### src/rtl/qbus_pkg.sv
// Shared types and constants for the QBUS initiator: FSM state encoding,
// idle bus value, timer sizing and the slave address map used by engines.
package qbus_pkg;

  typedef enum logic [2:0] {
    IDLE,
    ADDR,
    SYNC,
    DSET,
    WAIT,
    REND,
    DONE
  } state_t;

  localparam logic [15:0] AD_IDLE  = 16'hFFFF;
  localparam logic [15:0] RAM_TOP  = 16'o040000;
  localparam logic [15:0] TTY_BASE = 16'o177560;

  // Width of the shared phase/timeout timer; it must reach t_tmo-1.
  function automatic int timer_width(input int t_tmo);
    return (t_tmo < 2) ? 1 : $clog2(t_tmo);
  endfunction

endpackage

### src/rtl/qbus_sync2.sv
// Two-flop synchronizer for the asynchronous RPLY line; resets to the
// inactive (high) level so a reset never looks like a reply.
module qbus_sync2 (
  input  logic clk,
  input  logic reset,
  input  logic d,
  output logic q
);

  logic meta;

  // NOTE: both stages use non-blocking assignments so each flop samples the
  // previous value of its neighbour; blocking here would collapse the chain.
  always_ff @(posedge clk or posedge reset) begin
    if (reset) begin
      meta <= 1'b1;
      q    <= 1'b1;
    end else begin
      meta <= d;
      q    <= meta;
    end
  end

endmodule

### src/rtl/qbus_master.sv
// QBUS initiator: one DATI/DATO/DATOB cycle per host request on the
// multiplexed, inverted AD bus, with RPLY handshake and timeout.
module qbus_master
  import qbus_pkg::*;
#(
  parameter int T_ASET = 2,
  parameter int T_AHLD = 2,
  parameter int T_TMO  = 64
) (
  input  logic        clk,
  input  logic        reset,
  input  logic        req,
  input  logic        we,
  input  logic        bwr,
  input  logic [15:0] adr,
  input  logic [15:0] wdat,
  output logic [15:0] rdat,
  output logic        ack,
  output logic        err,
  output logic        busy,
  input  logic [15:0] ad_in_n,
  output logic [15:0] ad_out_n,
  output logic        ad_oe,
  output logic        sync_n,
  output logic        din_n,
  output logic        dout_n,
  output logic        wtbt_n,
  input  logic        rply_n
);

  localparam int TW = timer_width(T_TMO);
  typedef logic [TW-1:0] tmr_t;

  localparam tmr_t ASET_END = tmr_t'(T_ASET - 1);
  localparam tmr_t AHLD_END = tmr_t'(T_AHLD - 1);
  localparam tmr_t TMO_END  = tmr_t'(T_TMO - 1);

  state_t      state;
  tmr_t        tmr;
  logic        l_we;
  logic        l_bwr;
  logic [15:0] l_wdat;
  logic        rply_s;
  logic        tmo_hit;

  qbus_sync2 u_rply_sync (
    .clk   (clk),
    .reset (reset),
    .d     (rply_n),
    .q     (rply_s)
  );

  // Any phase that can wait on the slave shares one timeout; in SYNC/DSET the
  // timer keeps running past the hold time if a stale RPLY is still low.
  assign tmo_hit = (state inside {SYNC, DSET, WAIT, REND}) && (tmr == TMO_END);

  always_ff @(posedge clk or posedge reset) begin
    if (reset) begin
      state    <= IDLE;
      tmr      <= '0;
      l_we     <= 1'b0;
      l_bwr    <= 1'b0;
      l_wdat   <= '0;
      rdat     <= '0;
      ack      <= 1'b0;
      err      <= 1'b0;
      busy     <= 1'b0;
      ad_out_n <= AD_IDLE;
      ad_oe    <= 1'b0;
      sync_n   <= 1'b1;
      din_n    <= 1'b1;
      dout_n   <= 1'b1;
      wtbt_n   <= 1'b1;
    end else begin
      ack <= 1'b0;
      err <= 1'b0;
      if (tmo_hit) begin
        sync_n   <= 1'b1;
        din_n    <= 1'b1;
        dout_n   <= 1'b1;
        wtbt_n   <= 1'b1;
        ad_oe    <= 1'b0;
        ad_out_n <= AD_IDLE;
        ack      <= 1'b1;
        err      <= 1'b1;
        state    <= DONE;
      end else begin
        case (state)
          IDLE: begin
            if (req) begin
              l_we     <= we;
              l_bwr    <= bwr & we;
              l_wdat   <= wdat;
              busy     <= 1'b1;
              ad_oe    <= 1'b1;
              ad_out_n <= ~adr;
              wtbt_n   <= ~we;
              tmr      <= '0;
              state    <= ADDR;
            end
          end
          ADDR: begin
            if (tmr == ASET_END) begin
              tmr    <= '0;
              sync_n <= 1'b0;
              state  <= SYNC;
            end else begin
              tmr <= tmr + tmr_t'(1);
            end
          end
          SYNC: begin
            if (tmr >= AHLD_END && rply_s) begin
              tmr <= '0;
              if (l_we) begin
                ad_out_n <= ~l_wdat;
                wtbt_n   <= ~l_bwr;
                state    <= DSET;
              end else begin
                ad_oe <= 1'b0;
                din_n <= 1'b0;
                state <= WAIT;
              end
            end else begin
              tmr <= tmr + tmr_t'(1);
            end
          end
          DSET: begin
            if (tmr >= ASET_END && rply_s) begin
              tmr    <= '0;
              dout_n <= 1'b0;
              state  <= WAIT;
            end else begin
              tmr <= tmr + tmr_t'(1);
            end
          end
          WAIT: begin
            if (!rply_s) begin
              if (l_we) begin
                dout_n <= 1'b1;
              end else begin
                rdat  <= ~ad_in_n;
                din_n <= 1'b1;
              end
              tmr   <= '0;
              state <= REND;
            end else begin
              tmr <= tmr + tmr_t'(1);
            end
          end
          REND: begin
            if (rply_s) begin
              sync_n   <= 1'b1;
              ad_oe    <= 1'b0;
              ad_out_n <= AD_IDLE;
              wtbt_n   <= 1'b1;
              ack      <= 1'b1;
              state    <= DONE;
            end else begin
              tmr <= tmr + tmr_t'(1);
            end
          end
          DONE: begin
            busy  <= 1'b0;
            state <= IDLE;
          end
          default: state <= IDLE;
        endcase
      end
    end
  end

endmodule
### config.mk
export PLATFORM = sky130hd
export DESIGN_NAME = qbus_master
export DESIGN_NICKNAME = d
export VERILOG_FILES = /design/src/rtl/qbus_pkg.sv /design/src/rtl/qbus_sync2.sv /design/src/rtl/qbus_master.sv
export SDC_FILE = /design/constraint.sdc
export NUM_CORES = 1
export LEC_CHECK = 0
export ABC_AREA = 1
export CAP_MARGIN = 40
export CORE_ASPECT_RATIO = 1.5
export CORE_MARGIN = 3
export CORE_UTILIZATION = 44
export CTS_CLUSTER_DIAMETER = 200
export CTS_CLUSTER_SIZE = 14
export DETAILED_ROUTE_END_ITERATION = 8
export PLACE_DENSITY = 0.83
export SYNTH_ARGS = -nofsm -noshare
export SYNTH_HDL_FRONTEND = slang
export SYNTH_SLANG_ARGS = --single-unit
### constraint.sdc
create_clock -name clk -period 2.4 [get_ports clk]
set_clock_uncertainty 0.15 [all_clocks]
set_input_delay 0.36 -clock clk [delete_from_list [all_inputs] [get_ports clk]]
set_output_delay 0.36 -clock clk [all_outputs]
set_load 0.1 [all_outputs]
**Word-level counts from Yosys, hierarchy flattened**

Index checks and enable logic that the tools add are counted.

- $add $sub $neg: 1
- Order comparisons: 1
- Eq/ne operators: 20
- Multiplexer cells: 50
- Bitwise gates (word level): 9
- Reductions and logical operators: 21

Operator list:

| kind | count |
|---|---|
| 16-bit two-way mux | 5 |
| 16-bit NOT | 3 |
| 16-bit one-hot mux with 3 select lines | 1 |
| 6-bit two-way mux | 5 |
| 6-bit one-hot mux with 5 select lines | 1 |
| 3-bit two-way mux | 8 |
| 1-bit two-way mux | 23 |
| 3-bit inequality test, second input constant | 7 |
| 3-bit one-hot mux with 6 select lines | 1 |
| 5-bit AND reduction | 3 |
| 4-bit AND reduction | 3 |
| 3-bit == test, second input constant | 3 |
| 3-bit by 2-bit inequality test with 1-bit output, second input constant | 3 |
| 3-bit AND reduction | 3 |
| 3-bit nonzero test | 3 |
| 1-bit one-hot mux with 2 select lines | 4 |
| 4-bit nonzero test | 2 |
| 6-bit by 1-bit adder with 6-bit output, second input constant | 1 |
| 3-bit by 2-bit == test with 1-bit output, second input constant | 2 |
| 6-bit by 1-bit == test with 1-bit output, second input constant | 1 |
| 6-bit == test, second input constant | 1 |
| 6-bit by 1-bit greater-or-equal comparator with 1-bit output, second input constant | 1 |
| 1-bit one-hot mux with 3 select lines | 2 |
| 6-bit AND reduction | 1 |
| 9 further kinds | 15 |

- Register bits: 69
- Input port bits: 54
- Output and inout bits: 40

**Longest topological paths before layout**

- Depth in word-level cells: 5
- Gate-level depth with buffers: 12

**Cells and area by module**

A second synthesis with hierarchy kept.

- Cell total of the unflattened synthesis: 437
- Area total of the unflattened synthesis: 3,454.6 um^2

By module, submodules not included:

| module | instances | cells each | area each (um^2) | seq. area each (um^2) |
|---|---|---|---|---|
| qbus_master | 1 | 434 | 3,398.3 | 1,701.6 |
| qbus_sync2 | 1 | 3 | 56.3 | 52.6 |

**Worst setup path before layout**

OpenSTA, ideal clock, no wires.

- Path kind: reg-to-reg
- From: register tmr[0]
- To: register ad_out_n[0]
- Data arrival time: 1,596 ps
- Path slack: 577 ps
- Cell stages (with the launch flop): 12
- Clock period less this slack: 1,823 ps
- Cell sequence: dfrtp_1 > ha_1 > nand3_1 > nor2_2 > nand2_2 > nand2_1 > nand2_2 > inv_2 > nand3_2 > buf_4 > nand2_1 > nand2_1

- Longest elaborated chain between the ends: 4

Ends and longest elaborated chain:

| what | RTL line | source |
|---|---|---|
| from (decl) | qbus_master.sv:39 | `tmr_t tmr;` |
| from (signal assigned) | qbus_master.sv:108 | `tmr <= tmr + tmr_t'(1);` |
| from (signal assigned) | qbus_master.sv:124 | `tmr <= tmr + tmr_t'(1);` |
| from (signal assigned) | qbus_master.sv:133 | `tmr <= tmr + tmr_t'(1);` |
| 6-bit by 1-bit greater-or-equal comparator with 1-bit output / 6-bit == test (equally long branches) | qbus_master.sv:112, qbus_master.sv:55 |  |
| 1-bit logical AND (on tied branches) | qbus_master.sv:112, qbus_master.sv:55 |  |
| 3-bit by 2-bit inequality test with 1-bit output (no line), or another cell as far along | n/a |  |
| 5-bit AND reduction (no line) | n/a |  |
| to (signal assigned) | qbus_master.sv:96 | `ad_out_n <= ~adr;` |
| to (signal assigned) | qbus_master.sv:115 | `ad_out_n <= ~l_wdat;` |
| to (decl) | qbus_master.sv:22 | `output logic [15:0] ad_out_n,` |

Parallel ways exist; a longest one is shown, timed or not.
A chain may end at the register's enable or synchronous reset.

**Worst setup path after layout**

- From: register tmr[0]
- To: register ad_out_n[3]

Same word-level chain as after synthesis.

==> flow_summary.yaml <==
critical_path:
  arrival_ns: 2.22
  startpoint: "tmr[0]"
  crit-reg2reg-launch: "tmr[0]"
  end_kind: "flop"
  cp_max_fo: 17
  critPathRequiredTime_ns: 2.53
  crit_type: "reg -> reg"
  crit_path_start_kind: "flop"
die:
  start_util_pct: 45.80
  dieArea_mm2: 0.008726
  die_w_um: 77.28
  pin_count: 94
  rows: 38
  die-height_um: 112.9
  design.core.area_mm2: 0.007322
timing:
  tightest_slew_ns: 0.5563
  fmax_mhz: 477.8
  max-slew-margin-rel_pct: 62.86
  drv_slew: 0
  rsz0062_at_grt: "false"
  finalHoldViolations: 0
  final.min_clock_period_ns: 2.093
  finalSetupTns_ns: 0
  post-route-period-util_pct: 87.20
  setup_violations: 0
flow_run:
  cap_violations: 0
layout:
  final_common_cell: "nand2_1"
  num_antenna_cells: 0
  fillCellCount: 667
  instances_no_fill: 627
  drive_above_1_share_pct: 19.92
  syn_to_final_growth_pct: 35.41
  final_cell_mix: "nand2_1, clkdlybuf4s50_1, nand3_1, dfrtp_1, buf_4"
  num-nets-final: 579
run_status:
  outcome: "complete, no violations"
routing:
  routedWlPerCell_um: 12.84
  vias_per_cell: 4.853
  drt_iter0_drc: 154
  totalWireLength_um: 8052
  drtAntennaViolNets: 0
  vias: 3043
  drc: 0
  firstDrtPassIters: 4
clocking:
  cts_sinks: 69
  root_buffer: "clkbuf_8"
  clkSlewWorstSetupHoldPaths_ns: 0.07
  ctsHtreeMaxLevel: 3
  ctsHoldBuffers: 0
  tritoncts: "yes"
  ctsLongestPathBuffers: 2
  clkLatencyLatePin_ns: 0.35
  cts_inserted_buffers: 9
place:
  dp_hpwl_um: 6297
  port_buffers: 93
  dp.cells: 610
  gp_congestion: 0.8864
grt:
  grt_usage_pct: 19.82
  grt_max_degree: 33
  antenna_found_initial: 0
  grt_pass1_wl_um: 13740
  grt_pass1_vias: 3063
  overflow: 0
synthesis:
  synth_cells: 426
  ys_seq_area_share_pct: 52.31
  avgSynthCellArea_um2: 7.871
  syn_nets: 483
  synth-seq-cells: 69
  syn_area_mm2: 0.003353
  synth_cell_types: 25
  yosysWarnings: 0
min_path:
  min_from: "u_rply_sync.meta"
  hp-class: "reg -> reg"
final timing paths:
check	endpoint	slack, ns	cells past startpoint
max	ad_out_n[3]	0.31	10
min reg2reg	u_rply_sync.q	0.21	0
max reg2reg	ad_out_n[3]	0.31	10
min	u_rply_sync.q	0.21	0
min in group asynchronous	rdat[5]	0.23	2
max in group asynchronous	wtbt_n	1.25	3
synth_stat cells:
master	count	area (um^2)
dfrtp_1	47	1176
nand3_2	4	40.04
xnor2_1	1	8.760
inv_1	33	123.9
clkbuf_1	8	30.03
inv_2	6	22.52
nand3_1	51	255.2
ha_1	3	37.54
dfstp_2	22	578.1
buf_4	2	15.01
nand3b_1	1	7.510
o21ai_1	10	50.05
nand2_1	155	581.8
nand4_1	5	31.28
nor2_4	2	22.52
xor2_1	1	8.760
nor2_2	2	12.51
buf_1	1	3.750
buf_2	6	30.03
o21ai_0	41	205.2
nor2_1	17	63.81
a21oi_1	3	15.01
a31oi_1	1	6.260
o22a_1	1	8.760
nand2_2	3	18.77
registers in the layout, indices dropped and copies added (netlist names):
register / cells
l_wdat: 16
din_n: 1
ad_out_n: 16
ad_oe: 1
ack: 1
state: 3
err: 1
dout_n: 1
l_we: 1
tmr: 6
rdat: 16
u_rply_sync.q: 1
u_rply_sync.meta: 1
sync_n: 1
wtbt_n: 1
busy: 1
l_bwr: 1
routing by layer:
metal  wire length, um  track usage [%]  vias to the layer above
met2              3816            32.26                      101
li1                  -                -                     1556
met5                 0                0                        -
met3               591            5.573                       21
met1              3351            23.48                     1365
met4               293            11.16                        0
what timing repair did:
| action | CTS | global route |
|---|---|---|
| resized for setup | 0 | 1 |
| setup endpoints to repair | 0 | 17 |
| endpoints found under the hold margin | 0 | 0 |
| setup buffers | 0 | 1 |
cells by family after synthesis:
family          Yosys count  share of synthesized area (%)
flops                    69                          52.31
buf+inv                  56                          6.716
compound gates           56                          8.508
simple gates            240                          30.82
xor+xnor                  2                         0.5225
fa+ha+maj                 3                          1.120
area by class of cell:
cell class	count	area, um^2	share of cell area, %
sequential	69	1754	38.63
multi-input combinational	301	1381	30.42
inverter	39	146.4	3.224
timing repair buffer	102	923.4	20.34
clock inverter	5	58.81	1.295
clock buffer	11	151.4	3.334
tap	100	125.1	2.756
worst max-delay path, stage by stage, from the launching register on:
cell and delay (ns):
dfrtp_1 0.44, ha_1 0.22, nand3_1 0.14, nor2_2 0.19
nand2_2 0.20, nand2_1 0.14, nand2_2 0.09, inv_2 0.09
nand3_4 0.18, nand2_1 0.12, nand2_1 0.05
per-stage QoR:
step | hold slack (ns) | util, % | worst slack, ns | instance area (um^2)
2_1_floorplan | 0.1952 | - | 0.1865 | 3353
3_3_place_gp | 0.1967 | 58.77 | 0.3161 | 4303
3_5_place_dp | 0.1991 | 58.77 | 0.2020 | 4303
4_1_cts | 0.2095 | 61.64 | 0.1859 | 4513
5_1_grt | 0.2146 | 62.01 | 0.04893 | 4541
6_report | 0.2081 | 62.01 | 0.3071 | 4541
Power is left out: the tool's default activity adds up to more than one toggle a clock period on the data nets, which glitch-free logic cannot reach.
